<file path="src/rtl/asip_pkg.sv">
// rtl/asip_pkg.sv - shared ASIP fetch-path widths, types and the FIFO entry struct
package asip_pkg;

  localparam int PC_W    = 16;
  localparam int INSTR_W = 24;

  typedef logic [PC_W-1:0]    pc_t;
  typedef logic [INSTR_W-1:0] instr_t;

  // One buffered fetch result: the instruction word tagged with its address
  typedef struct packed {
    pc_t    pc;
    instr_t instr;
  } fetch_entry_t;

endpackage

</file>
<file path="src/rtl/instr_fifo.sv">
// rtl/instr_fifo.sv - flushable synchronous FIFO of fetch entries with occupancy count
module instr_fifo
  import asip_pkg::*;
#(
  parameter int DEPTH = 4
) (
  input  logic                     clk,
  input  logic                     reset,
  input  logic                     flush,
  input  logic                     push,
  input  fetch_entry_t             push_data,
  input  logic                     pop,
  output fetch_entry_t             head,
  output logic                     valid,
  output logic [$clog2(DEPTH):0]   count
);

  localparam int AW    = $clog2(DEPTH);
  localparam int CNT_W = AW + 1;

  fetch_entry_t        mem [DEPTH];
  logic [AW-1:0]       wr_ptr;
  logic [AW-1:0]       rd_ptr;
  logic                do_push;
  logic                do_pop;

  // Flush wins over everything; a pop is only honoured when something is stored
  assign do_push = push && !flush;
  assign do_pop  = pop && !flush && (count != '0);

  assign valid = (count != '0);
  assign head  = valid ? mem[rd_ptr] : '0;

  // Storage array needs no reset: the head is masked while the FIFO is empty
  always_ff @(posedge clk) begin
    if (do_push) begin
      mem[wr_ptr] <= push_data;
    end
  end

  // Pointers wrap naturally because DEPTH is a power of two
  always_ff @(posedge clk or negedge reset) begin
    if (!reset) begin
      wr_ptr <= '0;
      rd_ptr <= '0;
      count  <= '0;
    end else if (flush) begin
      wr_ptr <= '0;
      rd_ptr <= '0;
      count  <= '0;
    end else begin
      if (do_push) begin
        wr_ptr <= wr_ptr + 1'b1;
      end
      if (do_pop) begin
        rd_ptr <= rd_ptr + 1'b1;
      end
      count <= count + CNT_W'(do_push) - CNT_W'(do_pop);
    end
  end

endmodule

</file>
<file path="src/rtl/instr_prefetch.sv">
// rtl/instr_prefetch.sv - PC generation, ROM request tracking and prefetch buffering
module instr_prefetch
  import asip_pkg::*;
#(
  parameter int          DEPTH    = 4,
  parameter logic [15:0] RESET_PC = 16'h0000
) (
  input  logic                   clk,
  input  logic                   reset,
  output logic [PC_W-1:0]        rom_addr,
  input  logic [INSTR_W-1:0]     rom_data,
  input  logic                   stall,
  input  logic                   redirect,
  input  logic [PC_W-1:0]        redirect_pc,
  output logic                   instr_valid,
  output logic [INSTR_W-1:0]     instr,
  output logic [PC_W-1:0]        instr_pc,
  output logic [$clog2(DEPTH):0] fifo_count
);

  localparam int CNT_W = $clog2(DEPTH) + 1;

  logic [PC_W-1:0]  fetch_pc;
  logic [PC_W-1:0]  inflight_pc;
  logic             inflight;
  logic [CNT_W:0]   occupancy;
  logic             issue;
  logic             push;
  logic             pop;
  fetch_entry_t     push_entry;
  fetch_entry_t     head;

  // Credit check counts the outstanding ROM read so a return always has a slot
  assign occupancy = {1'b0, fifo_count} + {{CNT_W{1'b0}}, inflight};
  assign issue     = !redirect && (occupancy < (CNT_W + 1)'(DEPTH));

  // Returning data is dropped in a redirect cycle; no pop happens then either
  assign push       = inflight && !redirect;
  assign pop        = instr_valid && !stall && !redirect;
  assign push_entry = '{pc: inflight_pc, instr: rom_data};

  assign rom_addr = fetch_pc;
  assign instr    = head.instr;
  assign instr_pc = head.pc;

  // Fetch address and single outstanding-request tracking
  always_ff @(posedge clk or negedge reset) begin
    if (!reset) begin
      fetch_pc    <= RESET_PC;
      inflight    <= 1'b0;
      inflight_pc <= '0;
    end else if (redirect) begin
      fetch_pc <= redirect_pc;
      inflight <= 1'b0;
    end else if (issue) begin
      inflight    <= 1'b1;
      inflight_pc <= fetch_pc;
      fetch_pc    <= fetch_pc + 1'b1;
    end else begin
      inflight <= 1'b0;
    end
  end

  instr_fifo #(
    .DEPTH (DEPTH)
  ) u_fifo (
    .clk       (clk),
    .reset     (reset),
    .flush     (redirect),
    .push      (push),
    .push_data (push_entry),
    .pop       (pop),
    .head      (head),
    .valid     (instr_valid),
    .count     (fifo_count)
  );

endmodule
</file>
<file path="config.mk">
export PLATFORM = sky130hd
export DESIGN_NAME = instr_prefetch
export DESIGN_NICKNAME = d
export VERILOG_FILES = /design/src/rtl/asip_pkg.sv /design/src/rtl/instr_fifo.sv /design/src/rtl/instr_prefetch.sv
export SDC_FILE = /design/constraint.sdc
export NUM_CORES = 1
export LEC_CHECK = 0
export ABC_AREA = 1
export CORE_AREA = 2 2 127 129
export DETAILED_ROUTE_END_ITERATION = 10
export DIE_AREA = 0 0 129 131
export GPL_ROUTABILITY_DRIVEN = 1
export HOLD_SLACK_MARGIN = 0.05
export MAX_ROUTING_LAYER = met4
export PLACE_DENSITY = 0.81
export SETUP_SLACK_MARGIN = 0.1
export SYNTH_ARGS = -nofsm -noshare
export SYNTH_HDL_FRONTEND = slang
export SYNTH_SLANG_ARGS = --single-unit
export TNS_END_PERCENT = 1
</file>
<file path="constraint.sdc">
create_clock -name clk -period 3.9 [get_ports clk]
set_input_delay 0.78 -clock clk [delete_from_list [all_inputs] [get_ports clk]]
set_output_delay 0.78 -clock clk [all_outputs]
set_load 0.01 [all_outputs]
</file>
; ---- Word level (Yosys, flattened, before mapping)
; Memories as Yosys holds them, arrays and structs flattened.
; Index checks and enable logic that the tools add are counted.
[op_classes]
reduce_logical = 14
add_sub_neg = 6
n_lt_le_gt_ge = 1
bitwise_logic = 1
muxes = 12
[ops]
columns = cell, n
row1 = two-way mux 40 bit, 1
row2 = two-way mux 16 bit, 2
row3 = "adder 16 x 1 -> 16 bit, second input constant", 1
row4 = two-way mux 2 bit, 4
row5 = logical AND 1 bit, 7
row6 = nonzero test 2 bit, 3
row7 = "adder 2 x 1 -> 2 bit, second input constant", 2
row8 = adder 3 x 1 -> 4 bit, 1
row9 = "less-than comparator 4 x 3 -> 1 bit, second input constant", 1
row10 = two-way mux 1 bit, 4
row11 = adder 3 x 1 -> 3 bit, 1
row12 = two-way mux 3 bit, 1
row13 = nonzero test 3 bit, 1
row14 = subtractor 3 x 1 -> 3 bit, 1
row15 = logical NOT 1 bit, 2
row16 = AND reduction 2 bit, 1
row17 = NOT 1 bit, 1
[word_totals]
ramBits = 160
regBits = 40
memories = 1
elab_cells = 41
[memory_table]
columns = memory, words, width, read_ports, rd_ports_with_merged_regs, wr, line
row1 = u_fifo.mem, 4, 40, 1, 0, 1, instr_fifo.sv:21  ; fetch_entry_t mem [DEPTH];

; ---- Logic depth before layout (Yosys ltp)
[logic_depth]
depth_word = 7
depth_mapped = 9

; ---- By module
; Synthesis repeated with hierarchy kept, for this count alone.
[unflattened]
cells_unflattened = 931
area_unflattened_um2 = 9083.7
[by_module_without_submodules]
columns = mod, cells_per_inst, instances, area_each_um2, seq_area_each_um2
row1 = instr_fifo, 689, 1, 7317.0, 4979.8
row2 = instr_prefetch, 242, 1, 1766.7, 825.8

; ---- Least setup slack after synthesis
; No wires, ideal clock.
[synth_path]
path_kind = input to register
from = input port redirect
to = memory u_fifo.mem[0][0] in the netlist's numbering, enable pin
setup_time_ps = 437
stages = 4
t_arrival_ps = 2930
path_slack_ps = 532
path_cell_list = buf_2 nor2_1 inv_1 nor2_1
[synth_via]
elab_chain_cells = 5
[synth_lines]
columns = item, line
row1 = from (decl), instr_prefetch.sv:13  ; input logic redirect,
row2 = logical NOT 1 bit *, "instr_fifo.sv:28, instr_prefetch.sv:38"
row3 = logical AND 1 bit, instr_prefetch.sv:38  ; assign push = inflight && !redirect;
row4 = logical AND 1 bit *, instr_fifo.sv:28  ; assign do_push = push && !flush;
row5 = two-way mux 1 bit *, instr_fifo.sv:36  ; if (do_push) begin
row6 = two-way mux 1 bit (not written as such) *, instr_fifo.sv:37  ; mem[wr_ptr] <= push_data;
row7 = to (decl), instr_fifo.sv:21
; Mark *: on every way between the ends. The rest lies on a longest branch, timed or not.

; ---- Worst setup path after layout
[layout_path]
from = register u_fifo.rd_ptr[1]
to = output port instr_pc[8]
[layout_via]
elab_chain_cells = 2
[layout_lines]
columns = item, line
row1 = from (decl), instr_fifo.sv:23  ; logic [AW-1:0] rd_ptr;
row2 = from (signal assigned), instr_fifo.sv:56  ; rd_ptr <= rd_ptr + 1'b1;
row3 = memory (4 x 40 bit), n/a
row4 = two-way mux 40 bit, instr_fifo.sv:32  ; assign head = valid ? mem[rd_ptr] : '0;
row5 = to (decl), instr_prefetch.sv:17  ; output logic [PC_W-1:0] instr_pc,
; Every way passes these cells.

==> results <==
logic make-up (layout without fill, tap and decap cells):
kind of cell,after synthesis,after routing
simple gates,343,343
flops,200,200
compound gates,145,145
buf+inv,77,185
fa+ha+maj,9,9
xor+xnor,6,6
worst paths after layout:
path / startpoint / endpoint / slack (ns) / cells past startpoint
setup / recovery: u_fifo.rd_ptr[1] / instr_pc[8] / 0.29 / 6
hold / removal: reset / rom_addr[4] / 0.48 / 1
setup reg to reg: u_fifo.count[1] / u_fifo.count[2] / 1.34 / 10
hold reg to reg: inflight_pc[4] / u_fifo.mem[2][28] / 0.52 / 0
max in group asynchronous: reset / u_fifo.rd_ptr[0] / 2.79 / 1
min in group clk: inflight_pc[4] / u_fifo.mem[2][28] / 0.52 / 0
cell type report:
cell class	count	area [um^2]	share of cell area
Clock buffer	22	454.2	0.04402
Sequential cell	200	5808	0.5629
Timing Repair Buffer	118	1189	0.1152
Clock inverter	9	150.1	0.01455
Multi-Input combinational cell	503	2311	0.2240
Inverter	36	135.1	0.01310
Tap cell	216	270.3	0.02619
cell usage after synthesis:
master / number
nand2_1: 116
nand3_1: 33
nand4_1: 6
buf_6: 3
nor3_1: 1
buf_2: 18
buf_1: 1
o21ai_0: 80
nor2_2: 2
inv_1: 35
xor2_1: 5
edfxtp_1: 160
nand3b_1: 3
inv_2: 1
o21bai_1: 1
buf_4: 3
ha_1: 8
dfrtp_1: 40
clkbuf_1: 16
nand3_2: 1
xnor2_1: 1
fa_1: 1
a21oi_1: 41
nor3_2: 1
o21ai_1: 23
nor2_1: 180
worst reg2reg max path, delay by kind of cell (launching register included):
family	cells	cell delay [ns]
simple gates	2	0.34
flops	1	0.48
compound gates	2	0.21
fa+ha+maj	3	0.83
buf+inv	3	0.59
placed cells by master, fill, tap and decap left out, drive strengths merged:
cell type	n
ha	8
fa	1
nand3b	3
a21oi	41
edfxtp	160
inv	37
buf	16
bufinv	4
clkdlybuf4s50	102
xor2	5
clkinv	3
nand4	6
clkbuf	22
nand3	34
xnor2	1
clkinvlp	1
nor3	2
dfrtp	40
o21bai	1
nor2	182
o21ai	103
nand2	116
routing by layer:
layer  part of all wire  global-route usage  routed length (um)
met3              0.077             0.04642                1417
met2               0.48              0.3663                8793
met4              0.023             0.09335                 427
met1               0.42              0.3026                7825
met5                  0                   -                   0
through the flow:
step                      area (um^2)  total power [uW]    util  worst slack [ns]
final                           10320              7187  0.6615            0.2884
after global routing            10320              7604  0.6615            0.1531
after CTS                       10320              7224  0.6615            0.2886
after detailed placement         9713              5411  0.6227            0.8532
after global placement           9713              5348  0.6227            0.8507
after floorplan                  8426              4231       -            0.5324
registers in the layout (all words and copies together) (netlist names):
register	cells
u_fifo.mem	160
inflight_pc	16
rom_addr	16
u_fifo.count	3
u_fifo.rd_ptr	2
u_fifo.wr_ptr	2
inflight	1
power groups by stage:
stage	Combinational [uW]	Clock (uW)	Sequential, uW
after floorplan	1370	0	2860
after detailed placement	2460	0	2950
after global routing	2740	1910	2950
final	2470	1800	2910
after global placement	2410	0	2930
after CTS	2490	1830	2910
==> summary.txt <==
Worst setup path
  • Setup crit end kind: output pin
  • CP max FO: 28
  • WP data required: 3.12 ns
  • Crit path DAT: 2.83 ns
  • CP max-delay cell: dfrtp_2
  • CP bufs+invs: 3
  • Max stage delay on crit path: 0.62 ns
  • Crit path max-delay family: buffers and inverters
  • Startpoint types: flip-flop
  • Critical-path cell list: inv_1 > buf_12 > nor2_1 > o21ai_0 > a21oi_1 > clkdlybuf4s50_1
  • Critical path class: reg -> out

Layout
  • Layout area overhead: 22.45%
  • Layout cells sized above 1: 0.05968
  • Diode count: 0
  • Fillers: 1,141
  • Non-Filler Instances: 1,104
  • Total Nets Final: 929

Pwr
  • Maximum vdd drop: 0.4541 mV
  • Pwr dens: 696.6 nW/um^2
  • Clock power share: 0.251
  • Sequential power share: 0.405
  • Switching Share: 0.3329
  • Pleak: 0.003893 uW
  • Internal cell power: 4795 uW
  • Switch Pwr: 2392 uW
  • Logic pwr share: 0.344

Floorplan
  • Initial core utilization: 0.5402
  • Die ar.: 16,900 um^2
  • Die W: 129 um
  • Row cnt: 46
  • IO Pins: 104
  • Area of the core: 15,600 um^2
  • Die Ht: 131 um

Timing
  • Hold slack: 0.4799 ns
  • Slew @ Worst Pin: 1.201 ns
  • Fin crit period: 3.612 ns
  • Final slew viol count: 0
  • Unrepaired setup endpoints after global routing: false
  • Rel. slew slack: 0.1986
  • Hold Violations, Final: 0
  • Fmax achieved: 0.2769 GHz
  • Fin crit share: 0.9261
  • Fin Setup TNS: 0 ns
  • Final Skew: 0.009685 ns
  • # setup viols final: 0

Logic synthesis
  • Post-synth top area share: 0.5702
  • Area contributors post-synth: edfxtp_1, dfrtp_1, nor2_1
  • Mapped Cells: 780
  • Synth Area in XOR/XNOR: 0.006237
  • Warnings from Yosys: 0
  • Largest family of logic cells by synthesized area: simple AND/OR/NAND/NOR gates
  • Mux contribution to synthesized area: 0
  • Synthesized cell area: 8426 um^2
  • Flops & latches, synth: 200
  • Mean Syn Cell Area: 10.80 um^2
  • Synth Area in Simple Gates: 0.1631
  • Synth unique cells: 26
  • Cell taking the most area after synthesis: edfxtp_1
  • Part of the Yosys area used for sequential elements: 0.6890
  • Syn_nets: 833
  • Synth Area in Compound Gates: 0.08643
  • Post-Synth Adder-Cell Area: 0.01426

Route
  • DR pass1 iterations: 5
  • Routed Antenna Nets: 0
  • Via count: 6,025
  • Final wirelength: 18,460 um
  • DRC errors left: 0
  • Vias per cell: 5.457
  • Starting DRT DRC Count: 534
  • Routed len/inst: 16.72 um

Clock network
  • Clk_lat worst skew: 0.43 ns
  • Clock transition at path regs: 0.06 ns
  • CTS tree: yes
  • Postcts setup bufs: 0
  • Clk root buf: clkbuf_16
  • CTS max path bufs: 2
  • Total CTS buffers: 17
  • TritonCTS Sinks: 200
  • CTS H-tree lvls: 4
  • Cts hold-fix bufs: 0
  • # resized after CTS: 0

Flow run
  • Max cap viols: 0

Placement
  • Hpwl dp: 10,900 um
  • PortBufs: 103
  • DP Cell Count: 1,073
  • Final RePlAce weighted congestion: 0.8333

Global route
  • First-pass GRT wire length: 29,070 um
  • Antenna violations before repair: 0
  • Vias in the first global route: 5,714
  • GR Util All Layers: 0.2332
  • Largest net degree at the start of global routing: 82
  • Total congestion overflow: 0

Outcome
  • Outcome: complete, no violations

Min path
  • Hold Crit Class: in -> async
Note: power is estimated with default switching activity, not from simulation.
==> RTL change 1: new RTL, same flow settings <==
Change the package constant `INSTR_W` from 24 to 12.
--- a/src/rtl/asip_pkg.sv
+++ b/src/rtl/asip_pkg.sv
@@ -4,3 +4,3 @@
   localparam int PC_W    = 16;
-  localparam int INSTR_W = 24;
+  localparam int INSTR_W = 12;
 
Ports: changed (resized instr and rom_data); port bits go from 104 to 80. The function was not compared with the original's and may differ.
==> RTL change 1 against the original RTL <==
Highest routed layer unchanged. Critical endpoint is now instr[7]. Cell area shrank 21%. Largest power group unchanged. Count of clock-buffer cells in the layout shrank 3. Die area is the same. Largest cell class unchanged. Worst setup slack gained 270 ps. Wire length shrank 24%. Power shrank 21%. Global-route usage shrank 4.9 points. First-iteration DRC count shrank 14%. Area after synthesis shrank 22%. Sequential cell count shrank 48. Critical path depth shrank 2. Clock power shrank 14%. Critical path type unchanged.
==> RTL change 1: results (changes against the original RTL) <==
Cells and area
  – Comb_multi_in: 419 (-17%)
  – Sequential Area: 4370 um2 (-25%)
  – Clock Buffer Count: 19 (-14%)
  – Max reg flops: 112 (-30%)
  – Non-clock buffers: 94 (-20%)
  – Fill count: 1318 (+16%)
  – Final clock-cell share: 6.92% (+1.1 points)
  – NonClk Buf Share: 11.0% (-0.51 points)
  – Nets: 761 (-18%)
  – Share of layout cells above drive strength 1: 7.78% (+1.8 points)
  – Multi-input gate area in the final layout: 1920 um2 (-17%)

Detailed routing
  – Routed len/inst: 14.9 um (-11%)
  – Vias per inst: 5.02 (-8.0%)
  – DR iter-0 viols: 460 (-14%)

Place
  – GPL Wtd Cong: 0.823 (-1.2%)
  – PortBufs: 79 (-23%)
  – Placed wire-length estimate: 8980 um (-18%)

Synthesis
  – Synth Area in Adders: 1.82% (+0.40 points)
  – Synth top area cells: edfxtp_1, dfrtp_1, nor2_1
  – Sequential share of the synthesized area: 66.2% (-2.7 points)
  – Post-synth top cells: nor2_1, nand2_1, edfxtp_1
  – Compound-Gate Fraction of Synth Area: 8.32% (-0.33 points)
  – Synth async-reset ratio: 26.3% (+6.3 points)
  – #FFs+latches synth: 152 (-24%)
  – Syn nets: 680 (-18%)

Power
  – Register share of total power: 40.3% (-0.2 points)
  – Leak: 3.18 nW (-18%)
  – Switching portion of total power: 34.1% (+0.84 points)
  – Clock network power: 1.54 mW (-14%)
  – Peak VDD IR: 0.378 mV (-17%)

STA
  – Clock skew: 10.3 ps (+0.583 ps)
  – Worst slew margin: 37.9% (+18 points)

Run status
  – Outcome: finished, final reports clean

Critical path
  – Crit path max fanout: 12 (-57%)
  – Worst R2R Path Depth: 9 (-1)
  – Worst EP arrival: 2560 ps (-270 ps)

GRT
  – Vias in the first global route: 4579 (-20%)
  – M1 GR Usage: 23.8% (-6.5 points)
  – Global-route usage over all layers: 18.4% (-4.9 points)
  – Met3 Resource Use GR: 4.97% (+0.33 points)
  – Largest net degree at the start of global routing: 59 (-28%)
[RTL change 1: cell families (layout without fill, tap and decap cells)]
group                      after synthesis  in the layout
AOI/OAI and AO/OA                      109            109
xor gates and xnor gates                 6              6
adders and majority gates                9              9
buffers and inverters                   68            162
DFF                                    152            152
and+or+nand+nor                        295            295
[RTL change 1: metrics by stage]
step	power, mW	hold WS (ps)	area, um2	worst slack [ps]	cells
floorplan	3.32	470	6590	1050	639
global route	6.04	523	8160	400	949
detailed placement	4.18	506	7590	963	917
global placement	4.14	495	7590	992	917
CTS	5.73	500	8160	535	949
finish	5.70	478	8160	555	949
[RTL change 1: metal layers]
layer	up-vias	wire length [um]
li1	2320	-
met1	2252	6310
met2	180	6720
met3	14	944
met4	0	146
met5	-	0
[RTL change 1: critical path, cell delays in order (launching register included)]
cell             delay [ps]
dfrtp_1                 470
nor3_2                  770
buf_4                   330
a21oi_1                  80
clkdlybuf4s50_1         490
==> RTL change 2: new RTL, same settings <==
Made on the original files. Register the output `fifo_count`, cleared by the reset; this adds one clock of latency there. The other outputs are not delayed to match.
--- a/src/rtl/instr_prefetch.sv
+++ b/src/rtl/instr_prefetch.sv
@@ -22,2 +22,4 @@
 
+  logic [$clog2(DEPTH):0] fifo_count_d;
+
   logic [PC_W-1:0]  fetch_pc;
@@ -33,3 +35,3 @@
   // Credit check counts the outstanding ROM read so a return always has a slot
-  assign occupancy = {1'b0, fifo_count} + {{CNT_W{1'b0}}, inflight};
+  assign occupancy = {1'b0, fifo_count_d} + {{CNT_W{1'b0}}, inflight};
   assign issue     = !redirect && (occupancy < (CNT_W + 1)'(DEPTH));
@@ -74,5 +76,13 @@
     .valid     (instr_valid),
-    .count     (fifo_count)
+    .count     (fifo_count_d)
   );
 
+  always_ff @(posedge clk or negedge reset) begin
+    if (!reset) begin
+      fifo_count <= '0;
+    end else begin
+      fifo_count <= fifo_count_d;
+    end
+  end
+
 endmodule
Formal check against the unedited RTL: not equivalent (Yosys sat finds a counterexample within 4 cycles, from zero or initial values and one cycle with reset low).
==> RTL change 2 against the original RTL <==
Sequential share of layout area up 0.28 points. Worst setup slack better by 100 ps. Sequential power about the same. Fmax up 2.9%. Utilization up 0.51 points. Register-to-register slack worse by 200 ps. Wire length down 3.7%. Cell area up 0.76%. Sequential cell count up 3. Area after synthesis up 0.89%. Power up 0.28%. Largest cell class unchanged.
==> RTL change 2: results (changes against the original RTL) <==
Critical path
  – Worst EP arrival: 2730 ps (-100 ps)
  – Max incr delay on CP: 570 ps (-50 ps)
  – Worst R2R Path Depth: 6 (-4)
  – Slowest cell on the critical path: clkdlybuf4s50_1
  – Crit path max fanout: 26 (-7.1%)

Place
  – Setup WS pre-CTS: 867 ps (+14.2 ps)
  – PortBufs: 103 (unchanged)
  – Placed wire-length estimate: 10400 um (-4.2%)
  – GPL Wtd Cong: 0.802 (-3.8%)

Clock tree
  – H-tree levels: 1 (-3)
  – Clock tree buffer depth: 3 (+1)
  – Cells resized by post-CTS repair: 0 (unchanged)
  – Clk slew on worst S/H paths: 60 ps (about the same)
  – Worst skew pair latency: 480 ps (+50 ps)
  – Total CTS buffers: 21 (+4)
  – # Post-CTS Setup Buffers: 0 (unchanged)
  – Root Buffer: clkbuf_16

Synthesis
  – Warnings, synthesis: 0 (unchanged)
  – Number of synthesized flops with an enable pin: 160 (unchanged)
  – Sequential share of the synthesized area: 69.2% (+0.27 points)
  – Synth top area cells: edfxtp_1, dfrtp_1, nor2_1
  – Syn nets: 836 (+0.36%)
  – Compound-Gate Fraction of Synth Area: 8.57% (-0.076 points)
  – Synth async-reset ratio: 21.2% (+1.2 points)
  – Post-Synth XOR/XNOR Area: 0.618% (-0.0055 points)
  – Post-synth top cells: nor2_1, edfxtp_1, nand2_1
  – Synth Area in Adders: 1.41% (-0.013 points)

Cells and area
  – Fill count: 1205 (+5.6%)
  – Nets: 934 (+0.54%)
  – N_diodes: 0 (unchanged)
  – Share of layout cells above drive strength 1: 5.70% (-0.27 points)

Power
  – Peak VDD IR: 0.451 mV (-0.77%)
  – Leak: 3.94 nW (+1.1%)

GRT
  – Vias in the first global route: 5751 (+0.65%)
  – Initial antenna violation count: 0 (unchanged)
  – First-pass GRT wire length: 28600 um (-1.8%)
  – Global-route usage over all layers: 22.2% (-1.2 points)

STA
  – Worst slew margin: 21.8% (+1.9 points)
  – Clock skew: 16.7 ps (+6.97 ps)
  – Final Hold Fails: 0 (unchanged)

Detailed routing
  – Routed len/inst: 16.0 um (-4.3%)
  – DR iter-0 viols: 503 (-5.8%)
  – Vias per inst: 5.38 (-1.5%)
  – First drt pass iteration count: 5 (unchanged)

Run status
  – Outcome: finished, final reports clean

Min path
  – Hold crit path type: in -> async
## RTL change 2: cell type report
type	instances	area (um2)	share of cell area (%)
clock buffer	27	548	5.27
clock inverter	10	76.3	0.734
inverter	36	135	1.30
multi-input combinational	503	2310	22.2
sequential	203	5880	56.6
tap	216	270	2.60
timing repair buffer	116	1170	11.3
## RTL change 2: cells by family (layout without fill, tap and decap cells)
family | Yosys count | count (layout)
flip-flops | 203 | 203
buffers and inverters | 77 | 189
AND/OR/NAND/NOR | 343 | 343
AO/OA/AOI/OAI | 145 | 145
XOR/XNOR | 6 | 6
adder cells (fa/ha/maj) | 9 | 9
## RTL change 2: metrics by stage
stage                     area, um2  power [mW]  instances  utilization (%)
after global routing          10400        7.62       1111             66.7
after CTS                     10400        7.25       1111             66.7
final                         10400        7.21       1111             66.7
after floorplan                8500        4.28        783                -
after detailed placement       9770        5.42       1074             62.7
after global placement         9770        5.37       1074             62.7
## RTL change 2: routing by layer
layer,track usage [%],vias up,part of all wire (%)
li1,-,2862,-
met1,29.0,2847,42
met2,37.1,235,49
met3,3.09,30,6.7
met4,5.82,0,1.4
met5,-,-,0
## RTL change 2: critical path: cells and delay by family, from the launching register on
kind	cells	cell delay, ps
AO/OA/AOI/OAI	2	310
buffers and inverters	4	1450
flip-flops	1	360
AND/OR/NAND/NOR	1	150
## RTL change 2: final timing paths
path	slack (ps)	to	start
min reg2reg	500	fifo_count[2]	u_fifo.count[2]
min	450	rom_addr[14]	reset
max in group asynchronous	2780	u_fifo.rd_ptr[0]	reset
min in group clk	500	fifo_count[2]	u_fifo.count[2]
max reg2reg	1140	inflight_pc[2]	u_fifo.count[1]
max	390	instr[0]	u_fifo.rd_ptr[1]
## RTL change 2: report_power, final
part	switching (mW)	internal, mW	leakage (nW)
Sequential	0.243	2.68	2.00
Combinational	1.40	1.06	1.63
Clock	0.763	1.06	0.304
